==> config.mk <==
export PLATFORM = sky130hd
export DESIGN_NAME = debounce_multi
export DESIGN_NICKNAME = d
export VERILOG_FILES = /design/src/rtl/debounce_pkg.sv /design/src/rtl/debounce_chan.sv /design/src/rtl/debounce_multi.sv
export SDC_FILE = /design/constraint.sdc
export NUM_CORES = 1
export LEC_CHECK = 0
export CAP_MARGIN = 15
export CORE_ASPECT_RATIO = 1.75
export CORE_MARGIN = 2
export CORE_UTILIZATION = 35
export CTS_CLUSTER_SIZE = 25
export DETAILED_ROUTE_END_ITERATION = 10
export PLACE_DENSITY = 0.53
export REMOVE_ABC_BUFFERS = 1
export SLEW_MARGIN = 20
export SYNTH_ARGS = -nofsm -noshare
export SYNTH_HDL_FRONTEND = slang
export SYNTH_HIERARCHICAL = 1
export SYNTH_SLANG_ARGS = --single-unit
export TNS_END_PERCENT = 20
==> constraint.sdc <==
create_clock -name clk_i -period 1.7 [get_ports clk_i]
set_input_delay 0.34 -clock clk_i [delete_from_list [all_inputs] [get_ports clk_i]]
set_output_delay 0.34 -clock clk_i [all_outputs]
set_load 0.01 [all_outputs]
==> src/rtl/debounce_pkg.sv <==
// Shared state encodings and sizing helpers
// for the debounce_multi channel logic.
package debounce_pkg;

  localparam logic [1:0] WAIT_LOW  = 2'd0;
  localparam logic [1:0] WAIT_HIGH = 2'd1;
  localparam logic [1:0] CNT_HIGH  = 2'd2;
  localparam logic [1:0] CNT_LOW   = 2'd3;

  function automatic int max_count(
    input int deb_ns,
    input int pulse_ns
  );
    return deb_ns / pulse_ns;
  endfunction

  function automatic int cnt_width(input int mc);
    return (mc < 2) ? 1 : $clog2(mc);
  endfunction

  function automatic int hold_width(input int h);
    return (h < 1) ? 1 : $clog2(h + 1);
  endfunction

endpackage

==> src/rtl/debounce_chan.sv <==
// One debounce channel: synchroniser, level FSM,
// stable-time counter, hold counter and strobes.
import debounce_pkg::*;

module debounce_chan #(
  parameter int   MAX_COUNT  = 4,
  parameter int   HOLD_TICKS = 0,
  parameter logic ACTIVE_LOW = 1'b0
) (
  input  logic clk_i,
  input  logic rst_i,
  input  logic tp_i,
  input  logic btn_i,
  output logic btn_o,
  output logic press_o,
  output logic release_o,
  output logic hold_o
);

  localparam int CW = cnt_width(MAX_COUNT);
  localparam logic [CW-1:0] CNT_LAST =
    CW'(MAX_COUNT - 1);

  logic [1:0]    sync_q;
  logic          s;
  logic [1:0]    state_q, state_d;
  logic [CW-1:0] cnt_q, cnt_d;
  logic          press_d, release_d;

  always_ff @(posedge clk_i or posedge rst_i) begin
    if (rst_i) begin
      sync_q <= 2'b00;
    end else begin
      sync_q <= {sync_q[0], btn_i};
    end
  end

  assign s = sync_q[1] ^ ACTIVE_LOW;

  // An abort always wins over a coincident tick.
  always_comb begin
    state_d   = state_q;
    cnt_d     = cnt_q;
    press_d   = 1'b0;
    release_d = 1'b0;
    unique case (state_q)
      WAIT_LOW: begin
        if (s) begin
          state_d = CNT_HIGH;
          cnt_d   = '0;
        end
      end
      CNT_HIGH: begin
        if (!s) begin
          state_d = WAIT_LOW;
          cnt_d   = '0;
        end else if (tp_i) begin
          if (cnt_q == CNT_LAST) begin
            state_d = WAIT_HIGH;
            cnt_d   = '0;
            press_d = 1'b1;
          end else begin
            cnt_d = cnt_q + CW'(1);
          end
        end
      end
      WAIT_HIGH: begin
        if (!s) begin
          state_d = CNT_LOW;
          cnt_d   = '0;
        end
      end
      CNT_LOW: begin
        if (s) begin
          state_d = WAIT_HIGH;
          cnt_d   = '0;
        end else if (tp_i) begin
          if (cnt_q == CNT_LAST) begin
            state_d   = WAIT_LOW;
            cnt_d     = '0;
            release_d = 1'b1;
          end else begin
            cnt_d = cnt_q + CW'(1);
          end
        end
      end
    endcase
  end

  always_ff @(posedge clk_i or posedge rst_i) begin
    if (rst_i) begin
      state_q   <= WAIT_LOW;
      cnt_q     <= '0;
      press_o   <= 1'b0;
      release_o <= 1'b0;
    end else begin
      state_q   <= state_d;
      cnt_q     <= cnt_d;
      press_o   <= press_d;
      release_o <= release_d;
    end
  end

  assign btn_o = (state_q == WAIT_HIGH) ||
                 (state_q == CNT_LOW);

  if (HOLD_TICKS > 0) begin : g_hold
    localparam int HW = hold_width(HOLD_TICKS);
    localparam logic [HW-1:0] HOLD_MAX =
      HW'(HOLD_TICKS);
    localparam logic [HW-1:0] HOLD_PRE =
      HW'(HOLD_TICKS - 1);

    logic [HW-1:0] hold_q;
    logic          hold_s;

    // Saturates, so the strobe fires once per press.
    always_ff @(posedge clk_i or posedge rst_i) begin
      if (rst_i) begin
        hold_q <= '0;
        hold_s <= 1'b0;
      end else begin
        hold_s <= 1'b0;
        if (state_q != WAIT_HIGH) begin
          hold_q <= '0;
        end else if (tp_i && hold_q != HOLD_MAX) begin
          hold_q <= hold_q + HW'(1);
          hold_s <= (hold_q == HOLD_PRE);
        end
      end
    end

    assign hold_o = hold_s;
  end else begin : g_no_hold
    assign hold_o = 1'b0;
  end

endmodule

==> src/rtl/debounce_multi.sv <==
// Multi-channel button debouncer sharing one
// tp_i timebase across all channels.
import debounce_pkg::*;

module debounce_multi #(
  parameter int CHANNELS        = 4,
  parameter int PULSE_PER_NS    = 4096,
  parameter int DEBOUNCE_PER_NS = 16_777_216,
  parameter int HOLD_TICKS      = 0,
  parameter logic [CHANNELS-1:0] ACTIVE_LOW =
    {CHANNELS{1'b0}}
) (
  input  logic                clk_i,
  input  logic                rst_i,
  input  logic                tp_i,
  input  logic [CHANNELS-1:0] btn_i,
  output logic [CHANNELS-1:0] btn_o,
  output logic [CHANNELS-1:0] press_o,
  output logic [CHANNELS-1:0] release_o,
  output logic [CHANNELS-1:0] hold_o
);

  localparam int MAX_COUNT =
    max_count(DEBOUNCE_PER_NS, PULSE_PER_NS);

  for (genvar n = 0; n < CHANNELS; n++) begin : g_chan
    debounce_chan #(
      .MAX_COUNT  (MAX_COUNT),
      .HOLD_TICKS (HOLD_TICKS),
      .ACTIVE_LOW (ACTIVE_LOW[n])
    ) u_chan (
      .clk_i     (clk_i),
      .rst_i     (rst_i),
      .tp_i      (tp_i),
      .btn_i     (btn_i[n]),
      .btn_o     (btn_o[n]),
      .press_o   (press_o[n]),
      .release_o (release_o[n]),
      .hold_o    (hold_o[n])
    );
  end

endmodule

# Word-level counts from Yosys, hierarchy flattened
# Cells that the tools add are included.
# word_totals
ff_bits	72
input_bits	7
output_inout_bits	16
word_cells	168
# classes
n_eq_ne	40
add_sub_neg	4
n_mux	88
reduce_logical	16
# op_table
op	count
$mux W12	24
$pmux W12 S4	4
$mux W2	32
$add A12 B1 Y12 const B	4
$eq A12 B12 Y1 const B	4
$pmux W2 S4	4
$mux W1	24
$ne A3 B3 Y1 const B	8
$reduce_and A6 Y1	4
$eq A2 B2 Y1 const B	8
$ne A3 B1 Y1 const B	4
$ne A3 B2 Y1 const B	4
$eq A2 B1 Y1 const B	4
$logic_not A2 Y1	4
$ne A2 B1 Y1 const B	4
$ne A2 B2 Y1 const B	4
$reduce_and A2 Y1	4
$logic_or A1 B1 Y1	4

# Longest topological paths before layout
# Gate-level depths: netlist (run 1).
# depth
depth_word	5
ltp_mapped	6
mapped_depth_nobuf	5

# Modules after synthesis
# The synthesis (run 1) kept the hierarchy.
# modules_own_cells
module	cells_each	instances	area_per_inst_um2	seq_area_each_um2
debounce_chan (g_chan[1].u_chan ...)	96	2	938.4	450.4
debounce_chan (g_chan[0].u_chan)	96	1	944.7	450.4
debounce_chan (g_chan[3].u_chan)	94	1	937.1	450.4

# Least setup slack after synthesis (run 1)
# No wires, ideal clock.
# synth_timing
path_type	flip-flop to flip-flop
startpoint	reg g_chan[0].u_chan.cnt_q[0]
endpoint	reg g_chan[0].u_chan.cnt_q[10]
synth_period_minus_slack_ps	1673
path_slack_ps	27
path_stages_with_launch	6
arrival_ps	1590
cell_sequence	dfrtp_1 ha_1 nand3_1 or4_1 or3_1 o21ai_0
# synth_via
elab_chain_len	5
elab_cells_between_ends	7
classes_between	add/sub: 1; eq/ne: 1; mux: 5
# synth_lines
item	line_no	rtl
start, declared	debounce_chan.sv:27	logic [CW-1:0] cnt_q, cnt_d;
start signal, assigned	debounce_chan.sv:98	cnt_q <= cnt_d;
$add A12 B1 Y12 or $eq A12 B12 Y1 (tied branches)	-	
$mux W12 *	debounce_chan.sv:58, debounce_chan.sv:78	
$mux W12 *	debounce_chan.sv:77	end else if (tp_i) begin
$mux W12 (on tied branches)	debounce_chan.sv:74, debounce_chan.sv:54	
$pmux W12 S4 *	debounce_chan.sv:46	unique case (state_q)
# Mark *: on every way between the ends. The rest lies on a longest branch, timed or not.
# A chain may end at the register's enable or synchronous reset.

# Worst setup path in the final report (run 1)
# Ends and elaborated chain as after synthesis.

==> flow_results.xml, run 1 <==
<?xml version="1.0" encoding="UTF-8"?>
<metrics>
  <group name="floorplanning">
    <metric name="die_area" unit="sq um">11620</metric>
    <metric name="die_w" unit="microns">82.34</metric>
    <metric name="initial_standard_cell_utilization_of_the_core" unit="">0.3555</metric>
    <metric name="core-area" unit="sq um">10570</metric>
    <metric name="placementRows" unit="">50</metric>
    <metric name="floorplan.io_pins" unit="">23</metric>
    <metric name="die_h" unit="microns">141.1</metric>
  </group>
  <group name="pwr">
    <metric name="power.density" unit="nW/um^2">850.3</metric>
    <metric name="p_leak" unit="nW">2.159</metric>
    <metric name="power.share.switching" unit="">0.2196</metric>
    <metric name="power.ir.vdd_worst" unit="mV">0.5355</metric>
    <metric name="internal_power" unit="mW">3.202</metric>
    <metric name="share_seq_of_total_power" unit="">0.429</metric>
    <metric name="power.combinational.fraction" unit="">0.061</metric>
    <metric name="p_switching" unit="mW">0.9012</metric>
    <metric name="total_power" unit="mW">4.103</metric>
    <metric name="pwr-share-clk" unit="">0.510</metric>
  </group>
  <group name="cts">
    <metric name="clk_pin_slew" unit="ps">60</metric>
    <metric name="insertion_delay" unit="ps">340</metric>
    <metric name="clockBufferDepth" unit="">2</metric>
    <metric name="cts_num_sinks" unit="">72</metric>
    <metric name="tritoncts_clock_tree" unit="">yes</metric>
    <metric name="cts_buffers" unit="">9</metric>
    <metric name="cts-htree-levels" unit="">3</metric>
    <metric name="clock-root-buffer" unit="">sky130_fd_sc_hd__clkbuf_16</metric>
  </group>
  <group name="synth">
    <metric name="synth-edff-count" unit="">0</metric>
    <metric name="ys_top_cells_by_area" unit="">sky130_fd_sc_hd__dfrtp_1 (48%), sky130_fd_sc_hd__nand3_1 (3.6%), sky130_fd_sc_hd__a31oi_1 (3.3%)</metric>
    <metric name="yosys.area.top_type" unit="">sky130_fd_sc_hd__dfrtp_1</metric>
    <metric name="synth.yosys.seq_area_share" unit="">0.4794</metric>
    <metric name="netlist.area_leader.share" unit="">0.4794</metric>
    <metric name="async_flop_share" unit="">1.000</metric>
    <metric name="ys_seq_elements" unit="">72</metric>
    <metric name="ys_warn_count" unit="">6</metric>
    <metric name="syn_area_per_cell" unit="sq um">9.839</metric>
    <metric name="synthCells" unit="">382</metric>
    <metric name="synth.distinct_cells" unit="">53</metric>
    <metric name="yosys_most_used_dff" unit="">sky130_fd_sc_hd__dfrtp_1</metric>
    <metric name="syn-cell-area" unit="sq um">3759</metric>
  </group>
  <group name="timing">
    <metric name="worstMarginPinSlew" unit="ps">538.4</metric>
    <metric name="final.min_clock_period" unit="ps">1736</metric>
    <metric name="timing.max_slew.rel_slack" unit="">0.6398</metric>
    <metric name="setup_violations" unit="">1</metric>
    <metric name="report.final.slew_viol_count" unit="">0</metric>
    <metric name="clock-skew-final" unit="ps">7.179</metric>
    <metric name="setup_repair_after_global_routing_missed_its_margin" unit="">true</metric>
    <metric name="hold_slack" unit="ps">354.2</metric>
    <metric name="final-hold-violation-count" unit="">0</metric>
    <metric name="timing.final.ws_setup" unit="ps">-35.95</metric>
    <metric name="maxClockFrequency" unit="MHz">576.1</metric>
    <metric name="min_period_over_period" unit="">1.021</metric>
  </group>
  <group name="grt">
    <metric name="grt_start_max_net_pins" unit="">19</metric>
    <metric name="grt_antenna_before_repair" unit="">0</metric>
    <metric name="gr-total-overflow" unit="">0</metric>
    <metric name="global_route.usage.total" unit="">0.1655</metric>
    <metric name="grt_first_pass_wirelength" unit="microns">14830</metric>
    <metric name="first_global_vias" unit="">3215</metric>
  </group>
  <group name="setup_path">
    <metric name="critPathKind" unit="">flop to flop</metric>
    <metric name="crit_path_end" unit="">g_chan[0].u_chan/cnt_q[10]$_DFFE_PP0P_</metric>
    <metric name="cp.arrival" unit="ps">1990</metric>
    <metric name="timing.rr.end" unit="">g_chan[0].u_chan/cnt_q[10]$_DFFE_PP0P_</metric>
    <metric name="critical_path.max_stage_delay" unit="ps">520</metric>
    <metric name="crit_buf_inv" unit="">1</metric>
    <metric name="worst-path-stages" unit="">6</metric>
    <metric name="crit_required" unit="ps">1960</metric>
    <metric name="reg2reg_setup_slack" unit="ps">-40</metric>
    <metric name="path_delay_family" unit="">simple AND/OR/NAND/NOR gates</metric>
    <metric name="r2r_cells" unit="">6</metric>
    <metric name="timing.critical_path.slowest_stage_cell" unit="">sky130_fd_sc_hd__or4_4</metric>
    <metric name="critical_path.startpoint_type" unit="">flop</metric>
    <metric name="critical_path.cell_chain" unit="">ha_2, buf_6, nand3_4, or4_4, or3_1, o21ai_1</metric>
    <metric name="path_max_fanout" unit="">3</metric>
    <metric name="crit-reg2reg-launch" unit="">g_chan[0].u_chan/cnt_q[0]$_DFFE_PP0P_</metric>
    <metric name="crit_path_start" unit="">g_chan[0].u_chan/cnt_q[0]$_DFFE_PP0P_</metric>
    <metric name="critical_path.endpoint_type" unit="">flop</metric>
  </group>
  <group name="finish">
    <metric name="mostFrequentLayoutCells" unit="">sky130_fd_sc_hd__dfrtp_1 (72), sky130_fd_sc_hd__buf_4 (53), sky130_fd_sc_hd__nand2_1 (32)</metric>
    <metric name="antenna_cells" unit="">0</metric>
    <metric name="most_common_library_cell_in_the_layout_ignoring_fill_and_taps" unit="">sky130_fd_sc_hd__dfrtp_1</metric>
    <metric name="final_layout_size_suffix_gt1_frac" unit="">0.2335</metric>
    <metric name="fill_cells" unit="">1005</metric>
    <metric name="layout.nets" unit="">460</metric>
    <metric name="area_growth_syn_to_layout" unit="%">28.40</metric>
  </group>
  <group name="placed_design">
    <metric name="io_buffers" unit="">18</metric>
    <metric name="hpwl" unit="microns">6099</metric>
    <metric name="dpl_worst_slack" unit="ps">-572.7</metric>
    <metric name="gp_routability_congestion" unit="">0.8791</metric>
  </group>
  <group name="status">
    <metric name="violations" unit="">setup timing</metric>
    <metric name="outcome" unit="">complete, but fails checks</metric>
  </group>
  <group name="detailed_routing">
    <metric name="post_drt_via_cell_ratio" unit="">5.339</metric>
    <metric name="remaining_drc_errors" unit="">0</metric>
    <metric name="wl_per_instance" unit="microns">14.76</metric>
    <metric name="post_route_wl" unit="microns">8619</metric>
    <metric name="total_number_of_vias" unit="">3118</metric>
    <metric name="drt_first_pass_iters" unit="">4</metric>
    <metric name="ant_nets" unit="">0</metric>
    <metric name="first_iter_violations" unit="">135</metric>
  </group>
  <group name="run">
    <metric name="maxCapViolations" unit="">0</metric>
  </group>
  <group name="worst_hold_path">
    <metric name="hold_path.class" unit="">flop to flop</metric>
  </group>
</metrics>
-- power groups by stage --
stage          clock network [mW]  logic (mW)  registers (mW)
4_1_cts                      2.15       0.252            1.76
5_1_grt                      2.23       0.287            1.76
3_5_place_dp                    0       0.249            1.79
2_1_floorplan                   0       0.131            1.79
6_report                     2.09       0.251            1.76
3_3_place_gp                    0       0.246            1.79
-- logic make-up after synthesis --
kind of cell             synth area share
multiplexers                      0.03862
XOR/XNOR                          0.03029
buffers and inverters             0.05027
adder cells (fa/ha/maj)           0.01332
other                            0.003994
AND/OR/NAND/NOR                    0.2427
flip-flops                         0.4794
AO/OA/AOI/OAI                      0.1415
-- cells in the mapped netlist, types with 5 or more instances --
cell type                 instances
sky130_fd_sc_hd__nand3_1         27
sky130_fd_sc_hd__nor3_1          11
sky130_fd_sc_hd__dfrtp_1         72
sky130_fd_sc_hd__o21ai_0         18
sky130_fd_sc_hd__nor3b_1          9
sky130_fd_sc_hd__and2_1           5
sky130_fd_sc_hd__buf_2            6
sky130_fd_sc_hd__nand2_1         33
sky130_fd_sc_hd__nor2_1          12
sky130_fd_sc_hd__a21o_1           6
sky130_fd_sc_hd__and4_1           7
sky130_fd_sc_hd__inv_1           18
sky130_fd_sc_hd__nor4_1           7
sky130_fd_sc_hd__and3_1           8
sky130_fd_sc_hd__a21oi_1         12
sky130_fd_sc_hd__nand4_1         18
sky130_fd_sc_hd__xor2_1           9
sky130_fd_sc_hd__mux2i_1         10
sky130_fd_sc_hd__a31oi_1         20
sky130_fd_sc_hd__buf_4            8
-- sequential cells by signal, indices dropped and copies added, names as in the netlist, named ones only --
signal,cells
g_chan.u_chan/cnt_q,48
g_chan.u_chan/press_o,4
g_chan.u_chan/release_o,4
g_chan.u_chan/state_q,4
g_chan.u_chan/sync_q,8
-- per-layer routing --
metal / track usage / vias to the layer above / part of all wire
met3: 0.04225 / 10 / 0.027
met4: 0.06842 / 0 / 0.016
li1: - / 1541 / -
met5: 0 / - / 0
met2: 0.2907 / 47 / 0.55
met1: 0.1831 / 1520 / 0.41
-- metrics by stage --
step                      std cells  instance area (sq um)  setup TNS, ps  utilization
after global placement          567                   4413         -21300       0.4174
after floorplan                 363                   3637          -1362            -
final                           584                   4826         -35.95       0.4565
after global routing            584                   4826         -232.8       0.4565
after detailed placement        567                   4413         -24230       0.4174
after CTS                       583                   4761         -67.28       0.4503
-- repair_timing --
item                                    4_1_cts  5_1_grt
endpoints found under the setup margin       46       17
gates cloned                                  0        0
buffers inserted                              0        1
pin swaps                                     3        3
hold buffers                                  0        0
gates resized for setup                       8       16
-- worst min-delay path by stage --
| stage | cells past startpoint | slack [ps] | startpoint | end |
|---|---|---|---|---|
| after detailed placement | 0 | 340 | g_chan[3].u_chan/sync_q[0]$_DFF_PP0_ | g_chan[3].u_chan/sync_q[1]$_DFF_PP0_ |
| after CTS | 0 | 360 | g_chan[1].u_chan/sync_q[0]$_DFF_PP0_ | g_chan[1].u_chan/sync_q[1]$_DFF_PP0_ |
| after global routing | 0 | 360 | g_chan[2].u_chan/sync_q[0]$_DFF_PP0_ | g_chan[2].u_chan/sync_q[1]$_DFF_PP0_ |
| after floorplan | 1 | 280 | rst_i | async pin |
| after global placement | 0 | 330 | g_chan[1].u_chan/sync_q[0]$_DFF_PP0_ | g_chan[1].u_chan/sync_q[1]$_DFF_PP0_ |
| final | 0 | 350 | g_chan[2].u_chan/sync_q[0]$_DFF_PP0_ | g_chan[2].u_chan/sync_q[1]$_DFF_PP0_ |
-- final cells by class --
class / count / area [sq um] / share of cell area
Inverter: 18 / 67.56 / 0.01400
Sequential cell: 72 / 1802 / 0.3733
Clock buffer: 11 / 252.7 / 0.05237
Clock inverter: 5 / 78.83 / 0.01633
Tap cell: 130 / 162.7 / 0.03370
Multi-Input combinational cell: 273 / 1836 / 0.3803
Timing Repair Buffer: 75 / 626.9 / 0.1299
Power figures use the tool's default switching activity.
==> run 2: changes to the inputs <==
DONT_BUFFER_PORTS = 1   (was not set)
PLACE_DENSITY = 0.5   (was 0.53)
==> run 2 against run 1 <==
Largest cell class unchanged. Worst setup slack improved by 85 ps. Critical endpoint is now g_chan[3].u_chan/cnt_q[9]$_DFFE_PP0P_. Design area is 7.6% lower. Critical path depth stayed put. Flip-flop and latch count unchanged. The flow finishes with violations (hold timing). Register-to-register slack improved by 90 ps. Non-clock buffer count decreased by 39.
==> flow_results.xml, run 2 (synthesis gave the netlist of run 1 again) <==
<?xml version="1.0" encoding="UTF-8"?>
<metrics>
  <group name="grt">
    <metric name="global_route.usage.total" unit="">0.1597</metric>
    <metric name="gr-total-overflow" unit="">0</metric>
    <metric name="first_global_vias" unit="">3013</metric>
    <metric name="grt_antenna_before_repair" unit="">0</metric>
    <metric name="grt_start_max_net_pins" unit="">35</metric>
    <metric name="grt_first_pass_wirelength" unit="microns">14320</metric>
  </group>
  <group name="finish">
    <metric name="largest_register" unit="">g_chan.u_chan/cnt_q</metric>
    <metric name="layout.cells.non_filler" unit="">545</metric>
    <metric name="postLayoutCellArea" unit="sq um">4459</metric>
    <metric name="most_common_library_cell_in_the_layout_ignoring_fill_and_taps" unit="">sky130_fd_sc_hd__dfrtp_1</metric>
    <metric name="layout_top_registers" unit="">g_chan.u_chan/cnt_q: 48 flops, g_chan.u_chan/sync_q: 8 flops</metric>
    <metric name="max_reg_flops" unit="">48</metric>
    <metric name="final_layout_size_suffix_gt1_frac" unit="">0.2024</metric>
    <metric name="final_util" unit="">0.4218</metric>
    <metric name="mostFrequentLayoutCells" unit="">sky130_fd_sc_hd__dfrtp_1 (72), sky130_fd_sc_hd__buf_4 (34), sky130_fd_sc_hd__nand2_1 (32)</metric>
    <metric name="fill_cells" unit="">1037</metric>
    <metric name="layout.nets" unit="">421</metric>
    <metric name="area_growth_syn_to_layout" unit="%">18.64</metric>
    <metric name="antenna_cells" unit="">0</metric>
  </group>
  <group name="detailed_routing">
    <metric name="post_route_wl" unit="microns">8320</metric>
    <metric name="post_drt_via_cell_ratio" unit="">5.479</metric>
    <metric name="first_iter_violations" unit="">145</metric>
    <metric name="ant_nets" unit="">0</metric>
    <metric name="total_number_of_vias" unit="">2986</metric>
    <metric name="wl_per_instance" unit="microns">15.27</metric>
    <metric name="remaining_drc_errors" unit="">0</metric>
    <metric name="drt_first_pass_iters" unit="">4</metric>
  </group>
  <group name="pwr">
    <metric name="total_power" unit="mW">3.939</metric>
    <metric name="p_leak" unit="nW">1.939</metric>
    <metric name="power.density" unit="nW/um^2">883.3</metric>
    <metric name="power.ir.vdd_worst" unit="mV">0.7587</metric>
  </group>
  <group name="floorplanning">
    <metric name="placementRows" unit="">50</metric>
    <metric name="die_w" unit="microns">82.34</metric>
    <metric name="initial_standard_cell_utilization_of_the_core" unit="">0.3555</metric>
    <metric name="core-area" unit="sq um">10570</metric>
    <metric name="floorplan.io_pins" unit="">23</metric>
    <metric name="die_area" unit="sq um">11620</metric>
    <metric name="die_h" unit="microns">141.1</metric>
  </group>
  <group name="timing">
    <metric name="final-hold-violation-count" unit="">7</metric>
    <metric name="timing.final.ws_setup" unit="ps">49.46</metric>
    <metric name="setup_repair_after_global_routing_missed_its_margin" unit="">true</metric>
    <metric name="timing.max_slew.rel_slack" unit="">0.5299</metric>
    <metric name="totalNegativeSetupSlack" unit="ps">0</metric>
    <metric name="report.final.slew_viol_count" unit="">0</metric>
    <metric name="final.min_clock_period" unit="ps">1651</metric>
    <metric name="clock-skew-final" unit="ps">8.853</metric>
    <metric name="worstMarginPinSlew" unit="ps">704.3</metric>
    <metric name="maxClockFrequency" unit="MHz">605.9</metric>
    <metric name="setup_violations" unit="">0</metric>
    <metric name="hold_slack" unit="ps">-4.001</metric>
    <metric name="min_period_over_period" unit="">0.9709</metric>
  </group>
  <group name="worst_hold_path">
    <metric name="hold_path.class" unit="">input pin to async pin</metric>
  </group>
  <group name="cts">
    <metric name="clockBufferDepth" unit="">2</metric>
    <metric name="insertion_delay" unit="ps">340</metric>
    <metric name="cts-htree-levels" unit="">3</metric>
    <metric name="clock-root-buffer" unit="">sky130_fd_sc_hd__clkbuf_16</metric>
    <metric name="tritoncts_clock_tree" unit="">yes</metric>
    <metric name="clk_pin_slew" unit="ps">70</metric>
    <metric name="cts_buffers" unit="">9</metric>
    <metric name="cts_num_sinks" unit="">72</metric>
    <metric name="postCtsSetupBuffers" unit="">0</metric>
  </group>
  <group name="setup_path">
    <metric name="critical_path.startpoint_type" unit="">flop</metric>
    <metric name="crit_required" unit="ps">1960</metric>
    <metric name="critical_path.endpoint_type" unit="">flop</metric>
    <metric name="path_max_fanout" unit="">5</metric>
    <metric name="r2r_cells" unit="">6</metric>
    <metric name="reg2reg_setup_slack" unit="ps">50</metric>
    <metric name="critPathKind" unit="">flop to flop</metric>
    <metric name="crit-reg2reg-launch" unit="">g_chan[3].u_chan/cnt_q[0]$_DFFE_PP0P_</metric>
    <metric name="cp.arrival" unit="ps">1910</metric>
    <metric name="timing.rr.end" unit="">g_chan[3].u_chan/cnt_q[9]$_DFFE_PP0P_</metric>
  </group>
  <group name="run">
    <metric name="maxCapViolations" unit="">0</metric>
  </group>
  <group name="status">
    <metric name="outcome" unit="">complete, but fails checks</metric>
    <metric name="violations" unit="">hold timing</metric>
  </group>
  <group name="placed_design">
    <metric name="post_dp_cell_area" unit="sq um">4063</metric>
    <metric name="place.detailed.instances" unit="">528</metric>
    <metric name="dpl_worst_slack" unit="ps">-13.26</metric>
    <metric name="gp_routability_congestion" unit="">0.7612</metric>
    <metric name="io_buffers" unit="">0</metric>
    <metric name="hpwl" unit="microns">5922</metric>
  </group>
</metrics>
## run 2: cell count changes in the layout (fill, tap and decap cells not counted), sizes merged
cell,delta
buf,-22
bufinv,-1
clkbuf,-3
clkdlybuf4s50,-14
clkinv,-2
clkinvlp,+1
dlygate4sd2,-2
dlygate4sd3,+1
dlymetal6s2s,-1
inv,+4
## run 2: worst max path at each step
stage	from	end	slack, ps	cells after the start
finish	g_chan[3].u_chan/cnt_q[0]$_DFFE_PP0P_	g_chan[3].u_chan/cnt_q[9]$_DFFE_PP0P_	50	6
global route	g_chan[3].u_chan/cnt_q[0]$_DFFE_PP0P_	g_chan[3].u_chan/cnt_q[9]$_DFFE_PP0P_	-40	6
CTS	g_chan[3].u_chan/cnt_q[0]$_DFFE_PP0P_	g_chan[3].u_chan/cnt_q[3]$_DFFE_PP0P_	-9	6
detailed placement	g_chan[0].u_chan/cnt_q[1]$_DFFE_PP0P_	g_chan[0].u_chan/cnt_q[4]$_DFFE_PP0P_	-10	6
global placement	g_chan[0].u_chan/cnt_q[0]$_DFFE_PP0P_	g_chan[0].u_chan/cnt_q[4]$_DFFE_PP0P_	30	6
floorplan	g_chan[0].u_chan/cnt_q[0]$_DFFE_PP0P_	flop	-240	5
## run 2: timing repair
item,in CTS,in global routing
hold buffers,1,0
endpoints found under the setup margin,5,25
endpoints found under the hold margin,36,0
cloned,0,0
resized for setup,1,17
pin swaps,1,2
## run 2: routing by layer
| layer | track usage | vias to the layer above | routed length, microns |
|---|---|---|---|
| li1 | - | 1460 | - |
| met1 | 0.1928 | 1475 | 3526 |
| met2 | 0.2708 | 42 | 4450 |
| met3 | 0.03009 | 9 | 206 |
| met4 | 0.06667 | 0 | 136 |
| met5 | 0 | - | 0 |
## run 2: layout make-up
class	instances	area, sq um	share of cell area
clock buffer	9	225.2	0.05051
multi-input combinational	273	1842	0.4130
inverter	18	67.56	0.01515
sequential	72	1802	0.4040
tap	130	162.7	0.03648
timing repair buffer	36	276.5	0.06201
clock inverter	7	83.83	0.01880
## run 2: power by group
part	switching, mW	total (mW)	internal (mW)
sequential	0.0222	1.76	1.74
combinational	0.135	0.215	0.0803
clock	0.798	1.96	1.16
## run 2: worst max-delay path, cell delays in order, from the launching register on
cell	delay, ps
sky130_fd_sc_hd__dfrtp_1	380
sky130_fd_sc_hd__ha_2	210
sky130_fd_sc_hd__and4_4	210
sky130_fd_sc_hd__a311oi_4	320
sky130_fd_sc_hd__buf_4	190
sky130_fd_sc_hd__a41oi_1	110
sky130_fd_sc_hd__a31oi_1	150
==> run 3: changes to the inputs <==
CTS_CLUSTER_DIAMETER = 60   (was not set)
SETUP_SLACK_MARGIN = 0.5   (was not set)
==> run 3 against run 2 <==
The run still ends with hold timing left. Clock-buffer cell count did not move. Worst setup slack improved by 5.3 ps. Via count rose by 4.5%. Critical endpoint is now g_chan[0].u_chan/cnt_q[10]$_DFFE_PP0P_.
==> flow_results.xml, run 3 (synthesis gave the netlist of run 1 again) <==
<?xml version="1.0" encoding="UTF-8"?>
<metrics>
  <group name="cts">
    <metric name="insertion_delay" unit="ps">340</metric>
    <metric name="cts_buffers" unit="">9</metric>
    <metric name="tritoncts_clock_tree" unit="">yes</metric>
    <metric name="clk_pin_slew" unit="ps">70</metric>
    <metric name="cts_num_sinks" unit="">72</metric>
    <metric name="cts-htree-levels" unit="">3</metric>
    <metric name="clockBufferDepth" unit="">2</metric>
    <metric name="clock-root-buffer" unit="">sky130_fd_sc_hd__clkbuf_16</metric>
  </group>
  <group name="finish">
    <metric name="area_growth_syn_to_layout" unit="%">37.52</metric>
    <metric name="largest_register" unit="">g_chan.u_chan/cnt_q</metric>
    <metric name="layout_top_registers" unit="">g_chan.u_chan/cnt_q: 48 flops, g_chan.u_chan/sync_q: 8 flops</metric>
    <metric name="postLayoutCellArea" unit="sq um">5169</metric>
    <metric name="antenna_cells" unit="">0</metric>
    <metric name="final_layout_size_suffix_gt1_frac" unit="">0.4343</metric>
    <metric name="layout.nets" unit="">432</metric>
    <metric name="fill_cells" unit="">968</metric>
    <metric name="max_reg_flops" unit="">48</metric>
    <metric name="most_common_library_cell_in_the_layout_ignoring_fill_and_taps" unit="">sky130_fd_sc_hd__dfrtp_1</metric>
    <metric name="multiInputGateArea" unit="sq um">2426</metric>
    <metric name="sequential_cell_area" unit="sq um">1818</metric>
    <metric name="mostFrequentLayoutCells" unit="">sky130_fd_sc_hd__dfrtp_1 (59), sky130_fd_sc_hd__buf_4 (32), sky130_fd_sc_hd__nand2_1 (24)</metric>
  </group>
  <group name="floorplanning">
    <metric name="initial_standard_cell_utilization_of_the_core" unit="">0.3555</metric>
    <metric name="die_area" unit="sq um">11620</metric>
    <metric name="die_w" unit="microns">82.34</metric>
    <metric name="placementRows" unit="">50</metric>
    <metric name="core-area" unit="sq um">10570</metric>
    <metric name="floorplan.io_pins" unit="">23</metric>
    <metric name="die_h" unit="microns">141.1</metric>
  </group>
  <group name="timing">
    <metric name="maxClockFrequency" unit="MHz">607.8</metric>
    <metric name="worstMarginPinSlew" unit="ps">696.0</metric>
    <metric name="timing.final.ws_setup" unit="ps">54.76</metric>
    <metric name="report.final.slew_viol_count" unit="">0</metric>
    <metric name="final-hold-violation-count" unit="">10</metric>
    <metric name="clock-skew-final" unit="ps">8.101</metric>
    <metric name="timing.max_slew.rel_slack" unit="">0.5355</metric>
    <metric name="final.min_clock_period" unit="ps">1645</metric>
    <metric name="setup_repair_after_global_routing_missed_its_margin" unit="">true</metric>
    <metric name="min_period_over_period" unit="">0.9678</metric>
    <metric name="setup_violations" unit="">0</metric>
    <metric name="hold_slack" unit="ps">-8.155</metric>
  </group>
  <group name="status">
    <metric name="violations" unit="">hold timing</metric>
    <metric name="outcome" unit="">complete, but fails checks</metric>
  </group>
  <group name="setup_path">
    <metric name="critical_path.startpoint_type" unit="">flop</metric>
    <metric name="critPathKind" unit="">flop to flop</metric>
    <metric name="critical_path.endpoint_type" unit="">flop</metric>
    <metric name="crit-reg2reg-launch" unit="">g_chan[0].u_chan/cnt_q[1]$_DFFE_PP0P_</metric>
    <metric name="r2r_cells" unit="">5</metric>
    <metric name="path_max_fanout" unit="">4</metric>
    <metric name="cp.arrival" unit="ps">1910</metric>
    <metric name="crit_required" unit="ps">1970</metric>
    <metric name="reg2reg_setup_slack" unit="ps">50</metric>
    <metric name="timing.rr.end" unit="">g_chan[0].u_chan/cnt_q[10]$_DFFE_PP0P_</metric>
  </group>
  <group name="placed_design">
    <metric name="hpwl" unit="microns">5922</metric>
    <metric name="io_buffers" unit="">0</metric>
    <metric name="post_dp_cell_area" unit="sq um">4063</metric>
    <metric name="gp_routability_congestion" unit="">0.7612</metric>
    <metric name="dpl_worst_slack" unit="ps">-13.26</metric>
  </group>
  <group name="detailed_routing">
    <metric name="wl_per_instance" unit="microns">16.53</metric>
    <metric name="post_route_wl" unit="microns">9193</metric>
    <metric name="first_iter_violations" unit="">153</metric>
    <metric name="post_drt_via_cell_ratio" unit="">5.610</metric>
    <metric name="total_number_of_vias" unit="">3119</metric>
    <metric name="drt_first_pass_iters" unit="">5</metric>
    <metric name="remaining_drc_errors" unit="">0</metric>
    <metric name="ant_nets" unit="">0</metric>
  </group>
  <group name="grt">
    <metric name="grt_antenna_before_repair" unit="">0</metric>
    <metric name="first_global_vias" unit="">3061</metric>
    <metric name="grt_start_max_net_pins" unit="">35</metric>
    <metric name="gr-total-overflow" unit="">0</metric>
    <metric name="global_route.usage.total" unit="">0.1628</metric>
    <metric name="grt_first_pass_wirelength" unit="microns">14550</metric>
  </group>
  <group name="pwr">
    <metric name="power.ir.vdd_worst" unit="mV">0.7797</metric>
    <metric name="p_leak" unit="nW">2.111</metric>
    <metric name="power.density" unit="nW/um^2">778.6</metric>
  </group>
  <group name="run">
    <metric name="maxCapViolations" unit="">0</metric>
  </group>
  <group name="worst_hold_path">
    <metric name="hold_path.class" unit="">input pin to async pin</metric>
  </group>
</metrics>
## run 3: final cells by class
cell class                      count  share of cell area
Multi-Input combinational cell    275              0.4694
Sequential cell                    72              0.3517
Timing Repair Buffer               45             0.07456
Clock buffer                        9             0.04357
Tap cell                          130             0.03147
Clock inverter                      7             0.01622
Inverter                           18             0.01307
## run 3: worst max path at each step
stage | from | endpoint | cells after the start
2_1_floorplan | g_chan[0].u_chan/cnt_q[0]$_DFFE_PP0P_ | flop | 5
3_3_place_gp | g_chan[0].u_chan/cnt_q[0]$_DFFE_PP0P_ | g_chan[0].u_chan/cnt_q[4]$_DFFE_PP0P_ | 6
3_5_place_dp | g_chan[0].u_chan/cnt_q[1]$_DFFE_PP0P_ | g_chan[0].u_chan/cnt_q[4]$_DFFE_PP0P_ | 6
4_1_cts | g_chan[0].u_chan/cnt_q[1]$_DFFE_PP0P_ | g_chan[0].u_chan/cnt_q[10]$_DFFE_PP0P_ | 5
5_1_grt | flop | g_chan[0].u_chan/cnt_q[0]$_DFFE_PP0P_ | 5
6_report | g_chan[0].u_chan/cnt_q[1]$_DFFE_PP0P_ | g_chan[0].u_chan/cnt_q[10]$_DFFE_PP0P_ | 5
## run 3: through the flow
stage	power (mW)	cells	TNS (ps)	utilization
3_5_place_dp	2.003	528	-13.26	0.3843
4_1_cts	4.000	550	0	0.4247
3_3_place_gp	2.000	528	0	0.3843
5_1_grt	4.160	556	0	0.4889
2_1_floorplan	1.921	363	-1362	-
6_report	4.024	556	0	0.4889
## run 3: critical path, stage by stage (launching register included)
cell and delay [ps]:
sky130_fd_sc_hd__dfrtp_1 400, sky130_fd_sc_hd__ha_4 170, sky130_fd_sc_hd__nand3_2 80, sky130_fd_sc_hd__or4_4 520, sky130_fd_sc_hd__or3_4 340, sky130_fd_sc_hd__o21ai_2 60
## run 3: timing repair
item / CTS / global route
setup buffers: 5 / 4
hold endpoints to repair: 36 / 0
pin swaps: 10 / 86
resized for setup: 19 / 151
hold buffers: 1 / 0
cloned: 0 / 2
endpoints found under the setup margin: 66 / 66
## run 3: routing by layer
metal	vias to the layer above	global-route usage	part of all wire
met5	-	0	0
li1	1486	-	-
met3	19	0.03521	0.034
met4	0	0.07105	0.026
met1	1562	0.1874	0.38
met2	52	0.2810	0.56
## run 3: power breakdown
part | switching (mW) | total, mW | internal (mW)
Combinational | 0.161 | 0.273 | 0.112
Clock | 0.814 | 1.98 | 1.16
Sequential | 0.0339 | 1.77 | 1.74
==> RTL change (settings of run 2) <==
`PULSE_PER_NS`: 4096 -> 1024.
--- a/src/rtl/debounce_multi.sv
+++ b/src/rtl/debounce_multi.sv
@@ -4,7 +4,7 @@
 
 module debounce_multi #(
   parameter int CHANNELS        = 4,
-  parameter int PULSE_PER_NS    = 4096,
+  parameter int PULSE_PER_NS    = 1024,
   parameter int DEBOUNCE_PER_NS = 16_777_216,
   parameter int HOLD_TICKS      = 0,
   parameter logic [CHANNELS-1:0] ACTIVE_LOW =
Check against the original RTL: no difference found for any inputs over 4 cycles, from zero or initial values and one cycle with rst_i high; that may be too few to reach the edited logic, so the function may still have changed.
==> RTL change against run 2 <==
- global-route usage rose by 0.55 points
- total power increased by 7.9%
- synthesized area up 20%
- sequential cell count grew 8
- final cell count is 29% higher
- design area rose by 22%
- wire length up 32%
- sequential share of layout area is 3.5 points lower
- worst setup slack improved by 0.0099 ns
- critical path type unchanged
- largest power group unchanged
==> RTL change: results (changes against run 2) <==
[route]
wl_per_cell_um=15.6  ; +2.2%
first_iter_violations=187  ; +29%
routed_via_density=5.45  ; -0.46%

[global_route]
use_met3_pct=3.31  ; +0.30 points
grt_antenna_before_repair=0  ; unchanged
first_global_vias=4091  ; +36%
grt_max_degree=37  ; +5.7%
met1_usage_pct=17.0  ; -2.3 points
grt_pass1_wl_mm=18.7  ; +31%
grtUsageTotal_pct=16.5  ; +0.55 points

[timing]
fin_crit_ns=1.64  ; -0.00988 ns
fin_skew_ns=0.00916  ; +0.000304 ns
holdWs_ns=0.0258  ; +0.0298 ns
relSlewSlack_pct=59.2  ; +6.2 points

[synth]
synthMuxAreaShare_pct=1.91  ; -1.9 points
synth_area_leaders=dfrtp_1 (44%), nand2_1 (4.7%), nand3_1 (3.4%)
synth_compound_gate_area_share_pct=18.7  ; +4.5 points
ys_seq_area_share_pct=44.4  ; -3.6 points
synth_xor_area_share_pct=1.94  ; -1.1 points
synth_common_cells=dfrtp_1 (80), nand2_1 (57), nand3_1 (31)
ys_types=63  ; +19%

[critical_path]
crit_end=g_chan[1].u_chan/cnt_q[12]$_DFFE_PP0P_
timing_worst_setup_path_type=flip-flop to flip-flop
cp_max_fo=4  ; -1
reg2reg_depth=5  ; -1
timing.rr.start=g_chan[1].u_chan/cnt_q[0]$_DFFE_PP0P_

[finish]
drive_gt1_share_pct=22.2  ; +1.9 points
layout.nets=543  ; +29%
reg_top3=g_chan.u_chan/cnt_q: 56 flops, g_chan.u_chan/sync_q: 8 flops

[run_status]
outcome=finished clean

[place]
hpwl_mm=8.20  ; +39%
pre_cts_ws_ns=-0.0613  ; -0.0481 ns
gp_congestion=0.843  ; +11%

[worst_hold_path]
holdPathStages=0
worstHoldPathType=input port to flip-flop
worst_hold_path.endpoint=g_chan[2].u_chan/sync_q[0]$_DFF_PP0_

[RTL change: timing repair]
item / 4_1_cts / 5_1_grt
hold buffers: 1 / 1
resized for setup: 2 / 11
endpoints found under the hold margin: 80 / 1
pin swaps: 1 / 5
setup endpoints to repair: 7 / 29
setup buffers: 0 / 1
[RTL change: layer usage]
layer  vias up  wire (µm)
met3        18        284
met2        60       6130
li1       1898          -
met1      1869       4340
met5         -          0
met4         0        247
[RTL change: worst max-delay path: stages (launching register included)]
cell	delay (ns)
dfrtp_1	0.35
ha_1	0.18
nand4_1	0.21
or4b_4	0.54
a21oi_1	0.16
o22ai_1	0.09
[RTL change: power breakdown]
group | internal [µW] | total, µW | switching [µW]
Clock | 1180 | 2060 | 881
Combinational | 90.2 | 245 | 154
Sequential | 1930 | 1950 | 22.5
Total | 3190 | 4250 | 1060
[RTL change: layout make-up]
cell class | instances | area, µm²
fillers | 1244 | 7070
clock inverters | 7 | 86.3
inverters | 21 | 78.8
multi-input cells | 356 | 2340
clock buffers | 9 | 225
repair buffers | 64 | 485
flip-flops and latches | 80 | 2000
well taps | 168 | 210
[RTL change: stage by stage]
step	area [µm²]	cells
after detailed placement	5040	686
after floorplan	4370	457
after global placement	5040	686
after global routing	5430	705
final	5430	705
after CTS	5370	703
[RTL change: logic make-up (layout without fill, tap and decap cells)]
kind of cell             after synthesis  in the layout
AO/OA/AOI/OAI                        115            115
XOR/XNOR                              10             10
adder cells (fa/ha/maj)                4              4
buffers and inverters                 42            101
flip-flops                            80             80
multiplexers                           8              8
other                                  4              4
AND/OR/NAND/NOR                      215            215
